File: src/rtl/exception_cause_ctrl_if.sv
// -----------------------------------------------------------------------------
// exception_cause_ctrl_if
// Bundles the exception-source requests and the control-unit handshake of the
// exception cause controller.
//   master : drives exc_req/exc_mask/pc_in (datapath detectors) and
//            exc_ack/eret (control FSM); observes the presented exception.
//   slave  : the controller itself.
// Signals:
//   exc_req     [NUM_SRC]  per-source request
//   exc_mask    [NUM_SRC]  1 = source disabled
//   pc_in       [CAUSE_W]  PC of the instruction raising a request this cycle
//   exc_ack                control unit accepts the presented exception
//   eret                   handler finished
//   exc_pending            exception presented, awaiting ack
//   in_handler             exception accepted, handler running
//   cause_code  [CAUSE_W]  CODE_BASE + src_id
//   epc         [CAUSE_W]  buffered PC of presented/serviced exception
//   src_id      [SRC_W]    index of presented/serviced source
//   lost_cnt    [LOST_W]   saturating count of merged requests
// -----------------------------------------------------------------------------
interface exception_cause_ctrl_if #(
   parameter int NUM_SRC = 3,
   parameter int CAUSE_W = 32,
   parameter int LOST_W  = 4
);
   localparam int SRC_W = (NUM_SRC > 1) ? $clog2(NUM_SRC) : 1;

   logic [NUM_SRC-1:0] exc_req;
   logic [NUM_SRC-1:0] exc_mask;
   logic [CAUSE_W-1:0] pc_in;
   logic               exc_ack;
   logic               eret;
   logic               exc_pending;
   logic               in_handler;
   logic [CAUSE_W-1:0] cause_code;
   logic [CAUSE_W-1:0] epc;
   logic [SRC_W-1:0]   src_id;
   logic [LOST_W-1:0]  lost_cnt;

   modport master (
      output exc_req, exc_mask, pc_in, exc_ack, eret,
      input  exc_pending, in_handler, cause_code, epc, src_id, lost_cnt
   );

   modport slave (
      input  exc_req, exc_mask, pc_in, exc_ack, eret,
      output exc_pending, in_handler, cause_code, epc, src_id, lost_cnt
   );
endinterface

File: src/rtl/exception_cause_ctrl.sv
// -----------------------------------------------------------------------------
// exception_cause_ctrl
// Latches requests from NUM_SRC exception sources together with the faulting
// PC of each, arbitrates by fixed priority (lowest index wins) and presents a
// single cause code / EPC to the control unit with an ack/eret handshake.
// Ports:
//   clk    rising-edge clock
//   reset  synchronous reset, active-low
//   bus    exception_cause_ctrl_if.slave (requests in, presented exception out)
// -----------------------------------------------------------------------------
module exception_cause_ctrl #(
   parameter int NUM_SRC   = 3,
   parameter int CODE_BASE = 253,
   parameter int CAUSE_W   = 32,
   parameter int LOST_W    = 4
) (
   input  logic                 clk,
   input  logic                 reset,
   exception_cause_ctrl_if.slave bus
);
   localparam int SRC_W = (NUM_SRC > 1) ? $clog2(NUM_SRC) : 1;
   localparam logic [LOST_W-1:0] LOST_MAX = {LOST_W{1'b1}};

   typedef enum logic [1:0] {ST_IDLE, ST_PEND, ST_SVC} state_t;

   state_t             r_state;
   state_t             w_state_nxt;
   logic [NUM_SRC-1:0] r_pend;
   logic [CAUSE_W-1:0] r_slot [NUM_SRC];
   logic [SRC_W-1:0]   r_src_id;
   logic [CAUSE_W-1:0] r_cause;
   logic [CAUSE_W-1:0] r_epc;
   logic [LOST_W-1:0]  r_lost;

   logic [NUM_SRC-1:0] w_req_eff;
   logic [NUM_SRC-1:0] w_clr;
   logic [NUM_SRC-1:0] w_pend_kept;
   logic [NUM_SRC-1:0] w_load;
   logic [NUM_SRC-1:0] w_merge;
   logic [SRC_W-1:0]   w_sel;
   logic               w_accept;
   logic               w_present;
   logic               w_pending;
   logic               w_handler;

   // Lowest set index of the pending vector.
   function automatic logic [SRC_W-1:0] prio_sel(input logic [NUM_SRC-1:0] p);
      logic [SRC_W-1:0] s;
      s = '0;
      for (int i = NUM_SRC - 1; i >= 0; i--) begin
         if (p[i]) s = SRC_W'(i);
      end
      return s;
   endfunction

   // Adds one per merged source, sticking at the counter maximum.
   function automatic logic [LOST_W-1:0] lost_add(input logic [LOST_W-1:0] cnt,
                                                  input logic [NUM_SRC-1:0] merged);
      logic [LOST_W-1:0] c;
      c = cnt;
      for (int i = 0; i < NUM_SRC; i++) begin
         if (merged[i] && (c != LOST_MAX)) c = c + LOST_W'(1);
      end
      return c;
   endfunction

   assign w_req_eff   = bus.exc_req & ~bus.exc_mask;
   assign w_accept    = (r_state == ST_PEND) && bus.exc_ack;
   assign w_clr       = w_accept ? (NUM_SRC'(1) << r_src_id) : '0;
   // Clearing first means a same-edge request on the accepted source is a
   // fresh latch (new PC) rather than a merge.
   assign w_pend_kept = r_pend & ~w_clr;
   assign w_load      = w_req_eff & ~w_pend_kept;
   assign w_merge     = w_req_eff & w_pend_kept;
   assign w_sel       = prio_sel(r_pend);

   always_ff @(posedge clk) begin
      if (!reset) r_state <= ST_IDLE;
      else        r_state <= w_state_nxt;
   end

   always_comb begin
      w_state_nxt = r_state;
      w_present   = 1'b0;
      w_pending   = 1'b0;
      w_handler   = 1'b0;
      unique case (r_state)
         ST_IDLE: begin
            // Arbitration looks only at already-latched requests.
            if (|r_pend) begin
               w_present   = 1'b1;
               w_state_nxt = ST_PEND;
            end
         end
         ST_PEND: begin
            w_pending = 1'b1;
            if (bus.exc_ack) w_state_nxt = ST_SVC;
         end
         ST_SVC: begin
            w_handler = 1'b1;
            if (bus.eret) w_state_nxt = ST_IDLE;
         end
         default: w_state_nxt = ST_IDLE;
      endcase
   end

   always_ff @(posedge clk) begin
      if (!reset) begin
         r_pend   <= '0;
         r_lost   <= '0;
         r_src_id <= '0;
         r_cause  <= '0;
         r_epc    <= '0;
         for (int i = 0; i < NUM_SRC; i++) r_slot[i] <= '0;
      end else begin
         r_pend <= w_pend_kept | w_req_eff;
         r_lost <= lost_add(r_lost, w_merge);
         // Slot is only written on a fresh latch so the oldest PC survives merges.
         for (int i = 0; i < NUM_SRC; i++) begin
            if (w_load[i]) r_slot[i] <= bus.pc_in;
         end
         if (w_present) begin
            r_src_id <= w_sel;
            r_cause  <= CAUSE_W'(CODE_BASE) + CAUSE_W'(w_sel);
            r_epc    <= r_slot[w_sel];
         end
      end
   end

   assign bus.exc_pending = w_pending;
   assign bus.in_handler  = w_handler;
   assign bus.cause_code  = r_cause;
   assign bus.epc         = r_epc;
   assign bus.src_id      = r_src_id;
   assign bus.lost_cnt    = r_lost;
endmodule

File: src/flat_wrapper.sv
// flat-port wrapper written by rule: the top's interface ports become plain ports
module exception_cause_ctrl_flat 
#(
   parameter int NUM_SRC   = 3,
   parameter int CODE_BASE = 253,
   parameter int CAUSE_W   = 32,
   parameter int LOST_W    = 4
)
  (clk, reset, bus_exc_req, bus_exc_mask, bus_pc_in, bus_exc_ack, bus_eret, bus_exc_pending, bus_in_handler, bus_cause_code, bus_epc, bus_src_id, bus_lost_cnt);
  exception_cause_ctrl_if #(.NUM_SRC(NUM_SRC), .CAUSE_W(CAUSE_W), .LOST_W(LOST_W)) bus_i ();
  input  logic clk;
  input  logic reset;
  input wire logic [$bits(bus_i.exc_req)-1:0] bus_exc_req;
  input wire logic [$bits(bus_i.exc_mask)-1:0] bus_exc_mask;
  input wire logic [$bits(bus_i.pc_in)-1:0] bus_pc_in;
  input wire logic [$bits(bus_i.exc_ack)-1:0] bus_exc_ack;
  input wire logic [$bits(bus_i.eret)-1:0] bus_eret;
  output wire logic [$bits(bus_i.exc_pending)-1:0] bus_exc_pending;
  output wire logic [$bits(bus_i.in_handler)-1:0] bus_in_handler;
  output wire logic [$bits(bus_i.cause_code)-1:0] bus_cause_code;
  output wire logic [$bits(bus_i.epc)-1:0] bus_epc;
  output wire logic [$bits(bus_i.src_id)-1:0] bus_src_id;
  output wire logic [$bits(bus_i.lost_cnt)-1:0] bus_lost_cnt;
  assign bus_i.exc_req = bus_exc_req;
  assign bus_i.exc_mask = bus_exc_mask;
  assign bus_i.pc_in = bus_pc_in;
  assign bus_i.exc_ack = bus_exc_ack;
  assign bus_i.eret = bus_eret;
  assign bus_exc_pending = bus_i.exc_pending;
  assign bus_in_handler = bus_i.in_handler;
  assign bus_cause_code = bus_i.cause_code;
  assign bus_epc = bus_i.epc;
  assign bus_src_id = bus_i.src_id;
  assign bus_lost_cnt = bus_i.lost_cnt;
  exception_cause_ctrl #(.NUM_SRC(NUM_SRC), .CODE_BASE(CODE_BASE), .CAUSE_W(CAUSE_W), .LOST_W(LOST_W)) u_core (.clk(clk), .reset(reset), .bus(bus_i));
endmodule
File: config.mk
export PLATFORM = sky130hd
export DESIGN_NAME = exception_cause_ctrl_flat
export DESIGN_NICKNAME = d
export VERILOG_FILES = /design/src/rtl/exception_cause_ctrl_if.sv /design/src/rtl/exception_cause_ctrl.sv /design/src/flat_wrapper.sv
export SDC_FILE = /design/constraint.sdc
export NUM_CORES = 1
export LEC_CHECK = 0
export ABC_AREA = 1
export BUFFER_PORTS_ARGS = -buffer_cell sky130_fd_sc_hd__buf_4
export CAP_MARGIN = 10
export CORE_MARGIN = 2
export CORE_UTILIZATION = 45
export CTS_BUF_LIST = sky130_fd_sc_hd__clkbuf_2 sky130_fd_sc_hd__clkbuf_4 sky130_fd_sc_hd__clkbuf_8
export CTS_CLUSTER_DIAMETER = 100
export DETAILED_ROUTE_END_ITERATION = 10
export GPL_TIMING_DRIVEN = 0
export HOLD_SLACK_MARGIN = 0.02
export PLACE_DENSITY = 0.7
export SLEW_MARGIN = 20
export SYNTH_ARGS = -nofsm -noshare
export SYNTH_HDL_FRONTEND = slang
export SYNTH_SLANG_ARGS = --single-unit
File: constraint.sdc
create_clock -name clk -period 2.6 [get_ports clk]
set_clock_uncertainty 0.1 [all_clocks]
set_input_delay 0.39 -clock clk [delete_from_list [all_inputs] [get_ports clk]]
set_output_delay 0.39 -clock clk [all_outputs]
set_load 0.05 [all_outputs]
-- Yosys cells after proc, flatten, opt, wreduce, memory -nomap -nowiden
Memory sizes are Yosys's and may differ from the RTL's. A register that Yosys moved wholly into a read port is not among the register bits.
Index checks and enable logic that the tools add are counted.
- register bits: 43
- memory bits (writable): 96
- output and inout port bits: 72
- memories kept: 1
- memory list (name ; depth ; width ; read ports ; clocked after memory_dff ; write ports ; line ; source):
    u_core.r_slot ; 3 ; 32 ; 1 ; 1 ; 3 ; exception_cause_ctrl.sv:29 ; logic [CAUSE_W-1:0] r_slot [NUM_SRC];
- $add $sub $neg: 4
- eq/ne operators: 8
- shift operators: 1
- multiplexer cells: 30
- bitwise logic cells: 11
- reductions and logical operators: 8
- operators by type and width (kind ; number):
    2-to-1 mux 32 bit ; 3
    2-to-1 mux 4 bit ; 5
    2-to-1 mux 1 bit ; 14
    adder 4 x 1 -> 4 bit, second input constant ; 3
    AND 3 bit ; 4
    2-to-1 mux 2 bit ; 6
    inequality test 4 bit, second input constant ; 3
    adder 8 x 2 -> 9 bit, first input constant ; 1
    inverter 3 bit ; 3
    case mux 2 bit (3 select lines) ; 1
    logical AND 1 bit ; 4
    inequality test 2 bit, second input constant ; 2
    2-to-1 mux 3 bit ; 1
    OR 1 bit ; 3
    OR 3 bit ; 1
    AND reduction 3 bit ; 1
    OR reduction 3 bit ; 1
    left shift 1 x 2 -> 3 bit, first input constant ; 1
    == test 2 x 1 -> 1 bit, second input constant ; 1
    == test 2 bit, second input constant ; 1
    zero test 2 bit ; 1
    inequality test 2 x 1 -> 1 bit, second input constant ; 1
    zero test 1 bit ; 1

-- Depth between registers and ports, before layout
- depth after elaboration: 16
- mapped depth: 21

-- Worst setup path before layout
OpenSTA, ideal clock, no wires.
- path kind: flip-flop to flip-flop
- start: register u_core.r_lost[1] (netlist: u_core.bus.lost_cnt[1])
- end: register u_core.r_lost[3] (netlist: u_core.bus.lost_cnt[3])
- library setup time: 115 ps
- arrival: 2728 ps
- data required time: 2385 ps
- slack: -343 ps
- cell stages (with the launch flop): 21
- path buffers: 0
- cells stage by stage: dfxtp_1 > ha_1 > nand3_1 > nand2_1 > inv_2 > nand3_4 > nand2_1 > nand2_2 > inv_1 > ha_1 > inv_1 > nor2_4 > nand2_2 > nand3_1 > nand2_2 > ha_1 > nand3_2 > nor2_4 > nor2_4 > a21oi_1 > nor2_1
- cells in the longest elaborated chain, start to end: 11
- ends and longest elaborated chain (element ; line ; source):
    start: declaration ; exception_cause_ctrl.sv:33 ; logic [LOST_W-1:0] r_lost;
    start signal: assignment ; exception_cause_ctrl.sv:117 ; r_lost <= lost_add(r_lost, w_merge);
    parallel branches: the longest is 2 deep, another holds adder 4 x 1 -> 4 bit ; - ;
    2-to-1 mux 4 bit * ; exception_cause_ctrl.sv:62 ; if (merged[i] && (c != LOST_MAX)) c = c + LOST_W'(1);
    2-to-1 mux 4 bit * ; exception_cause_ctrl.sv:108 ; if (!reset) begin
    parallel branches: the longest is 2 deep, another holds adder 4 x 1 -> 4 bit ; - ;
    2-to-1 mux 4 bit * ; exception_cause_ctrl.sv:62 ;
    2-to-1 mux 4 bit * ; exception_cause_ctrl.sv:108 ;
    parallel branches: the longest is 2 deep, another holds adder 4 x 1 -> 4 bit ; - ;
    2-to-1 mux 4 bit * ; exception_cause_ctrl.sv:62 ;
Mark *: on every way between the ends. The select of a mux whose other input is x is not followed.
A chain may end at the register's enable or synchronous reset.

-- Final worst setup path
- start: register u_core.r_lost[0] (netlist: u_core.bus.lost_cnt[0])
- end: register u_core.r_lost[3] (netlist: u_core.bus.lost_cnt[3])
Same word-level chain as after synthesis.

==> results.json <==
{
  "hpwlAfterDp_um": 9480,
  "avgRoutedWirePerCell_um": 15.3,
  "start_kind": "flop",
  "maxSlewViolCount": 0,
  "cellPowerDensity_mw_per_mm2": 732,
  "cts_made_buffers": 17,
  "setup_ws_ns": 0.0309,
  "setup_tns_ns": 0,
  "rr_startpoint": "u_core.bus.lost_cnt[0]",
  "clk_path_buf_depth": 2,
  "routed_wl_um": 14100,
  "relSlewSlack_pct": 58.7,
  "yosysWarnings": 0,
  "async_flop_share_pct": 0,
  "drive_above_1_share_pct": 35.3,
  "cts.sinks": 143,
  "crit_fanout": 4,
  "antenna_found_initial": 0,
  "core_mm2": 0.0134,
  "fin_util_pct": 58.7,
  "num_vias": 4610,
  "clk_pin_slew_ns": 0.08,
  "portBuffers": 90,
  "viasPerCell": 5.01,
  "ctsHtreeMaxLevel": 4,
  "min-delay-start": "bus_eret",
  "syn_inst": 585,
  "ys_types": 35,
  "required_ns": 2.82,
  "num_antenna_cells": 0,
  "setup_violations": 0,
  "layout_common_cells": "buf_4 (130), edfxtp_1 (96), a21oi_1 (73)",
  "period_needed_ns": 2.57,
  "grtUsageTotal_pct": 19.7,
  "worst_pin_slew_ns": 0.620,
  "yosysTopAreaCellShare_pct": 46.3,
  "grt_pass1_wl_um": 22300,
  "layout.nets": 777,
  "yosysSeqAreaShare_pct": 61.4,
  "rsz0062_at_grt": "yes",
  "die_h_um": 122,
  "dr.pass1.iters": 4,
  "cpPeakStageDelay_ns": 0.37,
  "crit_slowest_cell": "dfxtp_4",
  "die_x_um": 122,
  "crit_start": "u_core.bus.lost_cnt[0]",
  "crit_chain": "ha_4, nand3_2, nand2_1, inv_2, nand3_4, nand2_4, nand2_4, inv_4, ha_4, nand3_4, o21bai_4, nand2_2, nand2_4, ha_4, nand3_4, nor2_4, nor2_4, a21oi_2, nor2_1",
  "synth.area.top_cells": "edfxtp_1 (46%), dfxtp_1 (15%), a21oi_1 (5.9%)",
  "yosys.area.top_type": "edfxtp_1",
  "total_leakage_power_nw": 3.43,
  "synth-seq-cells": 143,
  "initial_core_util_pct": 46.5,
  "cp.arrival_ns": 2.79,
  "ios": 114,
  "worstSetupEndpointType": "flop",
  "max_freq_ghz": 0.389,
  "cts_tree": "built",
  "period_share_pct": 98.8,
  "post-place-cells": 876,
  "grt_overflow_total": 0,
  "die_area_mm2": 0.0148,
  "crit_buf_inv": 2,
  "cp_top_family": "simple AND/OR/NAND/NOR gates",
  "hold_path_class": "input pin to flop",
  "grt_pass1_vias": 4513,
  "status": "finished, final reports clean",
  "drt_iter0_markers": 304,
  "worst_skew_pair.late_latency_ns": 0.43,
  "grt_max_degree": 26,
  "worstSetupPathType": "flop to flop",
  "root_buffer": "clkbuf_8",
  "mostFrequentLayoutCell": "buf_4",
  "layout.cells.non_filler": 920,
  "synth_area_mm2": 0.00623,
  "hold_ws_ns": 0.126,
  "gp_congestion": 0.847,
  "maxCapViolations": 0,
  "area_delta_synth_final_pct": 26.4,
  "ir_drop_uv": 509,
  "ant_nets": 0,
  "drc_errors": 0,
  "hold_viol": 0,
  "syn_area_per_cell_um2": 10.6,
  "rows": 42,
  "synthFlopType": "edfxtp_1",
  "synth_edf_count": 96,
  "place_ws_ns": -0.216
}
tightest hold or removal path, stage by stage:
cell and delay (ns):
buf_4 0.08, inv_1 0.03, nand2_1 0.06, a21oi_1 0.05
worst paths after layout:
check / endpoint / slack (ns) / cells after the start
max: u_core.bus.lost_cnt[3] / 0.03 / 19
min reg2reg: u_core.bus.cause_code[8] / 0.38 / 2
min: u_core.r_state[1] / 0.13 / 4
max reg2reg: u_core.bus.lost_cnt[3] / 0.03 / 19
metal layers:
layer  up-vias  share of wire (%)  global-route usage, %
met4         0               0.46                   5.53
li1       2244                  -                      -
met2       163                 50                   33.5
met1      2196                 43                   25.1
met5         -                  0                      0
met3         7                6.2                   5.06
state kept, by name (all words and copies together) (netlist names):
name	cells
u_core.bus.cause_code	4
u_core.r_state	2
u_core.r_slot	96
u_core.bus.src_id	2
u_core.bus.lost_cnt	4
u_core.bus.epc	32
u_core.r_pend	3
through the flow:
step | instance area (um^2) | total power [mW]
floorplan | 6350 | 3.71
CTS | 7750 | 5.77
global placement | 7250 | 4.07
detailed placement | 7330 | 4.12
global route | 7870 | 6.02
finish | 7870 | 5.76
layout make-up:
class / instances / area [um^2]
Buffer: 55 / 323
Sequential cell: 143 / 3840
Multi-Input combinational cell: 343 / 2030
Clock inverter: 13 / 128
Fill cell: 1117 / 5530
Timing Repair Buffer: 105 / 833
Tap cell: 176 / 220
Clock buffer: 19 / 249
Inverter: 66 / 250
logic make-up (layout without fill, tap and decap cells):
family / Yosys count / count (layout) / share of synthesized area, %
adders and majority gates: 4 / 4 / 0.804
DFF: 143 / 143 / 61.4
buffers and inverters: 121 / 258 / 9.12
xor gates and xnor gates: 3 / 3 / 0.422
and+or+nand+nor: 166 / 166 / 14.8
other: 1 / 23 / 0.0602
AOI/OAI and AO/OA: 147 / 147 / 13.4
repair_timing:
item | 4_1_cts | 5_1_grt
hold buffers | 0 | 0
gates resized for setup | 5 | 13
endpoints found under the setup margin | 4 | 4
pin swaps | 4 | 14
buffers inserted | 3 | 9
report_power, final:
group,switching [mW],internal (mW)
clock network,0.859,0.799
registers,0.101,2.66
logic,0.907,0.428
synth_stat cells (all sizes together) (2+ instances only):
library cell	instances
nand3	20
nor3	2
nand4	2
ha	4
nor2	63
a21oi	74
clkbuf	23
o21ai	37
o211ai	32
nand2	47
xor2	2
dfxtp	47
buf	32
edfxtp	96
inv	65
or2	32
Note: power is estimated with default switching activity, not from simulation.
